File: config.mk
export PLATFORM = sky130hd
export DESIGN_NAME = rr_arbiter8
export DESIGN_NICKNAME = d
export VERILOG_FILES = /design/src/rtl/arb_defs.sv /design/src/rtl/decoder3to8.sv /design/src/rtl/rr_arbiter8.sv
export SDC_FILE = /design/constraint.sdc
export NUM_CORES = 1
export LEC_CHECK = 0
export BUFFER_PORTS_ARGS = -buffer_cell sky130_fd_sc_hd__buf_4
export CAP_MARGIN = 20
export CELL_PAD_IN_SITES_DETAIL_PLACEMENT = 1
export CELL_PAD_IN_SITES_GLOBAL_PLACEMENT = 2
export CORE_ASPECT_RATIO = 1.4
export CORE_MARGIN = 2
export CORE_UTILIZATION = 35
export CTS_CLUSTER_SIZE = 28
export DETAILED_ROUTE_END_ITERATION = 7
export GPL_TIMING_DRIVEN = 0
export PLACE_DENSITY = 0.76
export SYNTH_ARGS = -nofsm -noshare
export SYNTH_HDL_FRONTEND = slang
export SYNTH_HIERARCHICAL = 1
export SYNTH_SLANG_ARGS = --single-unit
File: constraint.sdc
create_clock -name clk -period 4.15 [get_ports clk]
set_clock_uncertainty 0.2 [all_clocks]
set_input_delay 0.415 -clock clk [delete_from_list [all_inputs] [get_ports clk]]
set_output_delay 0.415 -clock clk [all_outputs]
set_load 0.01 [all_outputs]
File: src/rtl/arb_defs.sv
`default_nettype none
// ============================================================================
// Package     : arb_defs
// Description : Shared state encodings, sizing constants and the rotating
//               priority scan used by the 8-way round-robin arbiter.
// Revision    : 1.0 - initial release
// ============================================================================
package arb_defs;

  localparam int unsigned c_req_n = 8;
  localparam int unsigned c_idx_w = 3;

  typedef enum logic [1:0] {
    ST_IDLE = 2'd0,
    ST_BUSY = 2'd1,
    ST_GAP  = 2'd2
  } state_t;

  // First set request bit scanning ptr, ptr+1, ... ptr+7 (mod 8). Scanning
  // from the far end lets the nearest hit overwrite earlier ones.
  function automatic logic [c_idx_w-1:0] rr_pick(
    input logic [c_req_n-1:0] req,
    input logic [c_idx_w-1:0] ptr
  );
    logic [c_idx_w-1:0] pick;
    logic [c_idx_w-1:0] idx;
    pick = ptr;
    for (int k = c_req_n - 1; k >= 0; k--) begin
      idx = ptr + c_idx_w'(k);
      if (req[idx]) pick = idx;
    end
    return pick;
  endfunction

endpackage
`default_nettype wire

File: src/rtl/decoder3to8.sv
`default_nettype none
// ============================================================================
// Module      : decoder3to8
// Description : 3-to-8 one-hot decoder with enable; all outputs low when
//               the enable is low.
// Revision    : 1.0 - initial release
// ============================================================================
module decoder3to8 (
  input  logic [2:0] sel_i,
  input  logic       en_i,
  output logic [7:0] dec_o
);

  // One output bit per select code, gated by the enable
  for (genvar i = 0; i < 8; i++) begin : g_dec
    assign dec_o[i] = en_i && (sel_i == 3'(i));
  end

endmodule
`default_nettype wire

File: src/rtl/rr_arbiter8.sv
`default_nettype none
// ============================================================================
// Module      : rr_arbiter8
// Description : 8-way round-robin arbiter. A winner keeps the grant until it
//               pulses done, drops its request, or holds for MAX_HOLD cycles;
//               one dead cycle follows every release, then priority rotates
//               to the requester after the previous holder.
// Revision    : 1.0 - initial release
// ============================================================================
module rr_arbiter8
  import arb_defs::*;
#(
  parameter int unsigned MAX_HOLD = 16
) (
  input  logic               clk,
  input  logic               rst_n,
  input  logic [c_req_n-1:0] req,
  input  logic               done,
  output logic [c_req_n-1:0] grant,
  output logic [c_idx_w-1:0] grant_idx,
  output logic               grant_valid,
  output logic               timeout
);

  // Counter value seen on the last allowed hold cycle; unused when disabled
  localparam logic [7:0] c_hold_last = (MAX_HOLD == 0) ? 8'd0 : 8'(MAX_HOLD - 1);
  localparam logic       c_to_en     = (MAX_HOLD != 0);

  state_t               state_q;
  logic [c_idx_w-1:0]   ptr_q;
  logic [c_idx_w-1:0]   idx_q;
  logic                 valid_q;
  logic                 timeout_q;
  logic [7:0]           cnt_q;

  logic                 w_holder_req;
  logic                 w_expired;
  logic                 w_release;
  logic                 w_forced;
  logic [c_idx_w-1:0]   w_pick;

  // Release decode for the current holder and the next round-robin winner
  always_comb begin
    w_holder_req = req[idx_q];
    w_expired    = c_to_en && (cnt_q == c_hold_last);
    w_release    = done || !w_holder_req || w_expired;
    w_forced     = w_expired && !done && w_holder_req;
    w_pick       = rr_pick(req, ptr_q);
  end

  // Arbitration FSM with registered grant index, valid and timeout pulse
  always_ff @(posedge clk) begin
    if (!rst_n) begin
      state_q   <= ST_IDLE;
      ptr_q     <= '0;
      idx_q     <= '0;
      valid_q   <= 1'b0;
      timeout_q <= 1'b0;
      cnt_q     <= '0;
    end else begin
      timeout_q <= 1'b0;
      case (state_q)
        ST_IDLE: begin
          if (req != '0) begin
            idx_q   <= w_pick;
            valid_q <= 1'b1;
            cnt_q   <= '0;
            state_q <= ST_BUSY;
          end
        end
        ST_BUSY: begin
          if (w_release) begin
            valid_q   <= 1'b0;
            ptr_q     <= idx_q + 3'd1;
            timeout_q <= w_forced;
            state_q   <= ST_GAP;
          end else if (cnt_q != 8'hFF) begin
            cnt_q <= cnt_q + 8'd1;
          end
        end
        ST_GAP: begin
          state_q <= ST_IDLE;
        end
        default: begin
          state_q <= ST_IDLE;
          valid_q <= 1'b0;
        end
      endcase
    end
  end

  assign grant_idx   = idx_q;
  assign grant_valid = valid_q;
  assign timeout     = timeout_q;

  decoder3to8 u_dec (
    .sel_i (idx_q),
    .en_i  (valid_q),
    .dec_o (grant)
  );

endmodule
`default_nettype wire

==> summary.md, run 1 <==
| Metric | Value |
|---|---|
| Status | `finished clean` |
| Post-synth cell types | `59` |
| Clk_lat worst skew | `260 ps` |
| Worst Path Max Fanout | `10` |
| First-pass GRT wire length | `8660 um` |
| Min-Delay Path Depth | `2` |
| Clock slew at the register clock pins of the worst setup and hold paths | `70 ps` |
| Area post-placement | `0.00197 mm^2` |
| Largest family of logic cells by synthesized area | `multiplexers` |
| Post-Synth Simple-Gate Area | `0.246` |
| Synth Area in Adders | `0.0292` |
| Post-Syn Nets | `205` |
| Die width | `63.2 um` |
| Vias per Instance | `5.89` |
| Post-route worst setup slack | `554 ps` |
| CP Capture Type | `flop` |
| Fin area | `0.00202 mm^2` |
| Vias in the first global route | `1801` |
| Hold_sp | `rst_n` |
| CTS buffer count | `3` |
| Register bit count reported by yosys | `18` |
| Leakage Power | `0.763 nW` |
| R2r endpoint | `grant_idx[0]` |
| Nets | `233` |
| Largest net degree at the start of global routing | `15` |
| Crit path time final | `3600 ps` |
| Ys async rst share | `0` |
| First drt pass iteration count | `4` |
| Largest stage delay, worst path | `500 ps` |
| RR Startpoint | `ptr_q[1]` |
| Area grow syn2layout | `17.9%` |
| Worst Max-Slew Pin Slew | `1030 ps` |
| Post-DRT Antenna Nets | `0` |
| Ys Warns | `6` |
| Hold Path End | `grant_valid` |
| Die area | `0.00548 mm^2` |
| Endpoints failing setup | `0` |
| Post-Synth XOR/XNOR Area | `0.0204` |
| Post-synth top flop | `dfxtp_1` |
| Seq/Total Area, Yosys | `0.210` |
| Unrepaired setup endpoints after global routing | `no` |
| Ports | `24` |
| Total routed wirelength | `5380 um` |
| Max frequency | `278 MHz` |
| Final slew viol count | `0` |
| Post-cts resize count | `0` |
| Share of cells above drive strength 1 | `0.258` |
| DR DRC count | `0` |
| Setup WS pre-CTS | `601 ps` |
| Crit-path cells | `buf_2 > inv_1 > ha_1 > clkbuf_1 > mux4_2 > mux2_4 > and2_4 > o311ai_2 > xnor2_1 > a21oi_1` |
| Core Area | `0.00477 mm^2` |
| Buffers inserted by post-CTS timing repair | `0` |
| Congestion Overflow GR | `0` |
| GP Congestion | `0.816` |
| WL/cell | `19.1 um` |
| Tot GR Track Use | `0.203` |
| Initial DRC count | `52` |
| Avg Cell Area, Syn | `9.03 um^2` |
| CTS tree | `yes` |
| Complex-gate fraction of the synthesized area | `0.205` |
| Final setup TNS | `0 ps` |
| Initial Utilization | `0.360` |
| Vias | `1656` |
| Die Height | `86.8 um` |
| Crit. Startpoint | `ptr_q[1]` |
| Power Density | `398 mW/mm^2` |
| Fin. Hold Viols | `0` |
| Crit path kind | `reg2reg` |
| Hpwl dp | `4310 um` |
| # diodes | `0` |
| Synthesized instance count | `190` |
| Worst Setup Start Kind | `flop` |
| CTS Buffer Depth | `2` |
| WP data required | `4050 ps` |
| Mux share of post-synthesis cell area | `0.246` |
| Tot Pwr | `806 uW` |
| CTS H-tree lvls | `1` |
| # clock sinks | `18` |
| Worst R2R Setup Slack | `550 ps` |
| Clock root cell | `clkbuf_8` |
| Post-Syn Area | `0.00172 mm^2` |
| Footprint of the multi-input gates | `0.00128 mm^2` |
| Arr. time, crit path | `3500 ps` |
| Antenna violations before repair | `0` |
| Worst Hold Class | `in2reg` |
| Number of flops mapped to enable cells by yosys | `0` |
| Worst IR Drop VDD | `0.180 mV` |
| Reg area | `360 um^2` |
| Reg2Reg Depth | `10` |
| Hold_ws | `209 ps` |
| Crit-path slowest cell | `mux4_2` |
| Max Cap Violations | `0` |
| Fin crit share | `0.866` |
| Cts hold-fix bufs | `0` |
| IO buf count | `23` |
| FILL cells | `577` |
| Relative slew slack | `0.312` |
| Cell row count | `30` |
==> stage by stage <==
stage,utilization,cells
6_report,0.424,281
5_1_grt,0.424,281
4_1_cts,0.424,281
3_5_place_dp,0.413,277
3_3_place_gp,0.413,277
2_1_floorplan,-,190
==> flip-flops by register name (all words and copies together) (netlist names) <==
name,cells
cnt_q,8
grant_idx,3
ptr_q,3
state_q,2
grant_valid,1
timeout,1
==> final cells by class <==
type | count | area share
plain buffers | 9 | 0.0223
clock buffers | 4 | 0.0272
inverters | 8 | 0.0148
multi-input cells | 155 | 0.633
flip-flops and latches | 18 | 0.178
well taps | 64 | 0.0396
repair buffers | 23 | 0.0853
==> kinds of logic after synthesis <==
kind of cell,count (synthesis)
multiplexers,28
XOR/XNOR,4
buffers and inverters,17
AO/OA/AOI/OAI,52
AND/OR/NAND/NOR,67
adder cells (fa/ha/maj),4
flip-flops,18
==> power by group <==
group          leakage [nW]  internal, mW  switching [mW]
clock                0.0288        0.0844          0.0617
combinational         0.588         0.201           0.228
sequential            0.147         0.189          0.0416
total                 0.763         0.475           0.331
==> how the worst max path moves through the flow <==
stage	endpoint	slack, ps	cells after the start
floorplan	grant_idx[0]	1100	11
global placement	grant_idx[0]	650	10
detailed placement	grant_idx[0]	600	10
CTS	grant_idx[0]	560	10
global route	grant_idx[0]	340	10
finish	grant_idx[0]	550	10
==> metal layers <==
layer | wire length [um] | share of wire | global-route usage
met5 | 0 | 0 | 0
met4 | 93 | 0.017 | 0.0848
met3 | 101 | 0.019 | 0.0156
met2 | 3160 | 0.59 | 0.439
met1 | 2020 | 0.38 | 0.187
==> Yosys cell counts, types with 2 or more instances <==
| master | number | area [um^2] |
|---|---|---|
| a21oi_1 | 16 | 80.1 |
| a31oi_1 | 4 | 25.0 |
| and2_1 | 2 | 12.5 |
| and3_1 | 4 | 25.0 |
| and4b_2 | 3 | 33.8 |
| and4bb_2 | 3 | 37.5 |
| buf_2 | 3 | 15.0 |
| clkbuf_1 | 5 | 18.8 |
| dfxtp_1 | 18 | 360 |
| ha_1 | 4 | 50.1 |
| inv_1 | 7 | 26.3 |
| mux2_2 | 2 | 22.5 |
| mux2_4 | 2 | 30.0 |
| mux2i_1 | 14 | 140 |
| mux4_2 | 9 | 203 |
| nand2_1 | 9 | 33.8 |
| nand2b_1 | 3 | 18.8 |
| nand3_1 | 7 | 35.0 |
| nand4_1 | 2 | 12.5 |
| nor2_1 | 14 | 52.6 |
| o211ai_1 | 3 | 22.5 |
| o21ai_0 | 8 | 40.0 |
| o22ai_1 | 2 | 12.5 |
| o311ai_0 | 2 | 17.5 |
| o31ai_1 | 2 | 15.0 |
| or3_1 | 5 | 31.3 |
| or4_1 | 3 | 22.5 |
| xor2_1 | 3 | 26.3 |
==> critical path: cells and delay by family, from the launching register on <==
family	cells	cell delay (ps)
buf+inv	3	960
mux	2	810
compound gates	2	380
flops	1	470
fa+ha+maj	1	300
simple gates	1	150
xor+xnor	1	160
==> cell usage in the layout (no fill, tap or decap), drive strengths merged, types with 2 or more instances in the layout <==
cell type  count
or3            5
and4           2
a31oi          4
nand2          9
xor2           3
a21oi         16
nand2b         3
o31ai          2
nor2          14
or4            3
ha             4
or3b           2
o22ai          2
clkbuf         9
mux2i         14
and3           4
dfxtp         18
o211ai         3
and4bb         3
buf           27
mux4          10
inv            7
o21ai          8
nand4          2
and2           3
nor4b          2
and4b          3
o311ai         3
mux2           4
nand3          7
(Power assumes the default switching activity.)
==> run 2, diff against run 1 <==
--- a/config.mk
+++ b/config.mk
@@ -5,17 +5,18 @@
 export SDC_FILE = /design/constraint.sdc
 export NUM_CORES = 1
 export LEC_CHECK = 0
-export BUFFER_PORTS_ARGS = -buffer_cell sky130_fd_sc_hd__buf_4
 export CAP_MARGIN = 20
 export CELL_PAD_IN_SITES_DETAIL_PLACEMENT = 1
 export CELL_PAD_IN_SITES_GLOBAL_PLACEMENT = 2
 export CORE_ASPECT_RATIO = 1.4
 export CORE_MARGIN = 2
-export CORE_UTILIZATION = 35
+export CORE_UTILIZATION = 39
 export CTS_CLUSTER_SIZE = 28
 export DETAILED_ROUTE_END_ITERATION = 7
+export DONT_BUFFER_PORTS = 1
 export GPL_TIMING_DRIVEN = 0
 export PLACE_DENSITY = 0.76
+export SLEW_MARGIN = 20
 export SYNTH_ARGS = -nofsm -noshare
 export SYNTH_HDL_FRONTEND = slang
 export SYNTH_HIERARCHICAL = 1
==> constraint.sdc (replaced) <==
create_clock -name clk -period 4.15 [get_ports clk]
set_clock_uncertainty 0.2 [all_clocks]
set_input_delay 0.2075 -clock clk [delete_from_list [all_inputs] [get_ports clk]]
set_output_delay 0.2075 -clock clk [all_outputs]
set_load 0.01 [all_outputs]
==> run 2 against run 1 <==
  * Sequential power increased by 3%
  * Flip-flop and latch count unchanged
  * Core utilization increased by 1.6 points
  * Non-clock buffer count decreased by 21
  * Worst setup slack improved by 48 ps
  * Hold slack got worse by 210 ps
  * Routed wire length decreased by 4.9%
  * First-iteration DRC count increased by 48%
  * Clock-buffer cell count unchanged
  * Via count decreased by 2.7%
  * Critical endpoint unchanged
==> summary.md, run 2 (synthesis gave the netlist of run 1 again) <==
| Metric | Value |
|---|---|
| Die area | `0.00495 mm^2` |
| Clock slew at the register clock pins of the worst setup and hold paths | `70 ps` |
| Initial Utilization | `0.405` |
| Clk_lat worst skew | `250 ps` |
| Post-cts resize count | `0` |
| Total routed wirelength | `5110 um` |
| CTS Buffer Depth | `2` |
| Area grow syn2layout | `8.75%` |
| Die Height | `82.5 um` |
| Largest net degree at the start of global routing | `15` |
| First-pass GRT wire length | `8310 um` |
| Placed insts | `250` |
| Cell row count | `28` |
| WP data required | `4040 ps` |
| Post-DRT Antenna Nets | `0` |
| Share of cells above drive strength 1 | `0.168` |
| Footprint of the multi-input gates | `0.00128 mm^2` |
| Nets | `212` |
| Tot GR Track Use | `0.224` |
| Worst Hold Class | `in2reg` |
| Final setup TNS | `0 ps` |
| FILL cells | `506` |
| Endpoints failing setup | `0` |
| Vias | `1611` |
| Reg area | `360 um^2` |
| Final slew viol count | `0` |
| Fin. Hold Viols | `0` |
| Core Area | `0.00424 mm^2` |
| Power Density | `411 mW/mm^2` |
| Clock root cell | `clkbuf_8` |
| Congestion Overflow GR | `0` |
| Final std cells w/o fill | `256` |
| Worst IR Drop VDD | `0.177 mV` |
| # diodes | `0` |
| Fin crit share | `0.855` |
| Most common cell after layout, fill and taps aside | `dfxtp_1` |
| Initial DRC count | `77` |
| Unrepaired setup endpoints after global routing | `no` |
| IO buf count | `0` |
| Vias per Instance | `6.29` |
| Ports | `24` |
| Arr. time, crit path | `3440 ps` |
| Max Cap Violations | `0` |
| CTS tree | `yes` |
| Die width | `60.1 um` |
| Setup WS pre-CTS | `640 ps` |
| DR DRC count | `0` |
| Vias in the first global route | `1667` |
| Crit path time final | `3550 ps` |
| CTS H-tree lvls | `1` |
| Relative slew slack | `0.334` |
| Crit path kind | `reg2reg` |
| Largest reg by FF count | `cnt_q` |
| Leakage Power | `0.654 nW` |
| Antenna violations before repair | `0` |
| Commonest cells after routing, fill and taps aside | `dfxtp_1, a21oi_1, nor2_1, mux2i_1` |
| Worst Path Max Fanout | `10` |
| Worst Max-Slew Pin Slew | `993 ps` |
| CTS buffer count | `3` |
| First drt pass iteration count | `4` |
| WL/cell | `20.0 um` |
| GP Congestion | `0.851` |
| Max frequency | `282 MHz` |
| Status | `finished clean` |
| CP Capture Type | `flop` |
| # clock sinks | `18` |
| Hpwl dp | `4070 um` |
| Post-route worst setup slack | `602 ps` |
| Worst Setup Start Kind | `flop` |
| Max reg flops | `8` |
## run 2: power by group
part / internal (mW) / switching, mW / total, mW
Combinational: 0.178 / 0.207 / 0.385
Sequential: 0.189 / 0.0474 / 0.237
Clock: 0.0843 / 0.0604 / 0.145
## run 2: final timing paths
check,from,endpoint,slack [ps],depth (start not counted)
max reg2reg,ptr_q[0],grant_idx[0],600,11
max,ptr_q[0],grant_idx[0],600,11
min,rst_n,ptr_q[0],4,2
min reg2reg,cnt_q[1],cnt_q[1],320,2
## run 2: per-layer routing
layer	vias to the layer above	routed length, um	part of all wire	global-route usage
li1	766	-	-	-
met1	813	1860	0.36	0.227
met2	22	3020	0.59	0.445
met3	10	78	0.015	0.0171
met4	0	155	0.030	0.102
met5	-	0	0	0
## run 2: repair_timing
| item | in CTS | in global routing |
|---|---|---|
| endpoints found under the hold margin | 5 | 0 |
| hold buffers | 2 | 0 |
| endpoints found under the setup margin | 0 | 0 |
| setup buffers | 0 | 0 |
## run 2: worst max-delay path: stages, from the launching register on
cell and delay [ps]:
dfxtp_1 380, buf_6 160, buf_2 240, inv_1 150, ha_1 300, clkbuf_1 450, mux4_2 470, mux2i_1 410
nand2_1 140, o311ai_2 250, xnor2_1 150, a21oi_1 80
## run 2: final cells by class
cell class                      count  area share
Clock buffer                        4      0.0295
Inverter                            8      0.0161
Timing Repair Buffer                2      0.0107
Multi-Input combinational cell    155       0.686
Sequential cell                    18       0.193
Tap cell                           60      0.0402
Buffer                              9      0.0241
## run 2: through the flow
step,instance area [um^2],total power [mW],hold slack (ps),utilization
final,1870,0.767,4.18,0.440
after global routing,1870,0.820,25.7,0.440
after detailed placement,1790,0.625,136,0.422
after global placement,1790,0.609,136,0.422
after floorplan,1720,0.532,129,-
after CTS,1870,0.773,11.9,0.440
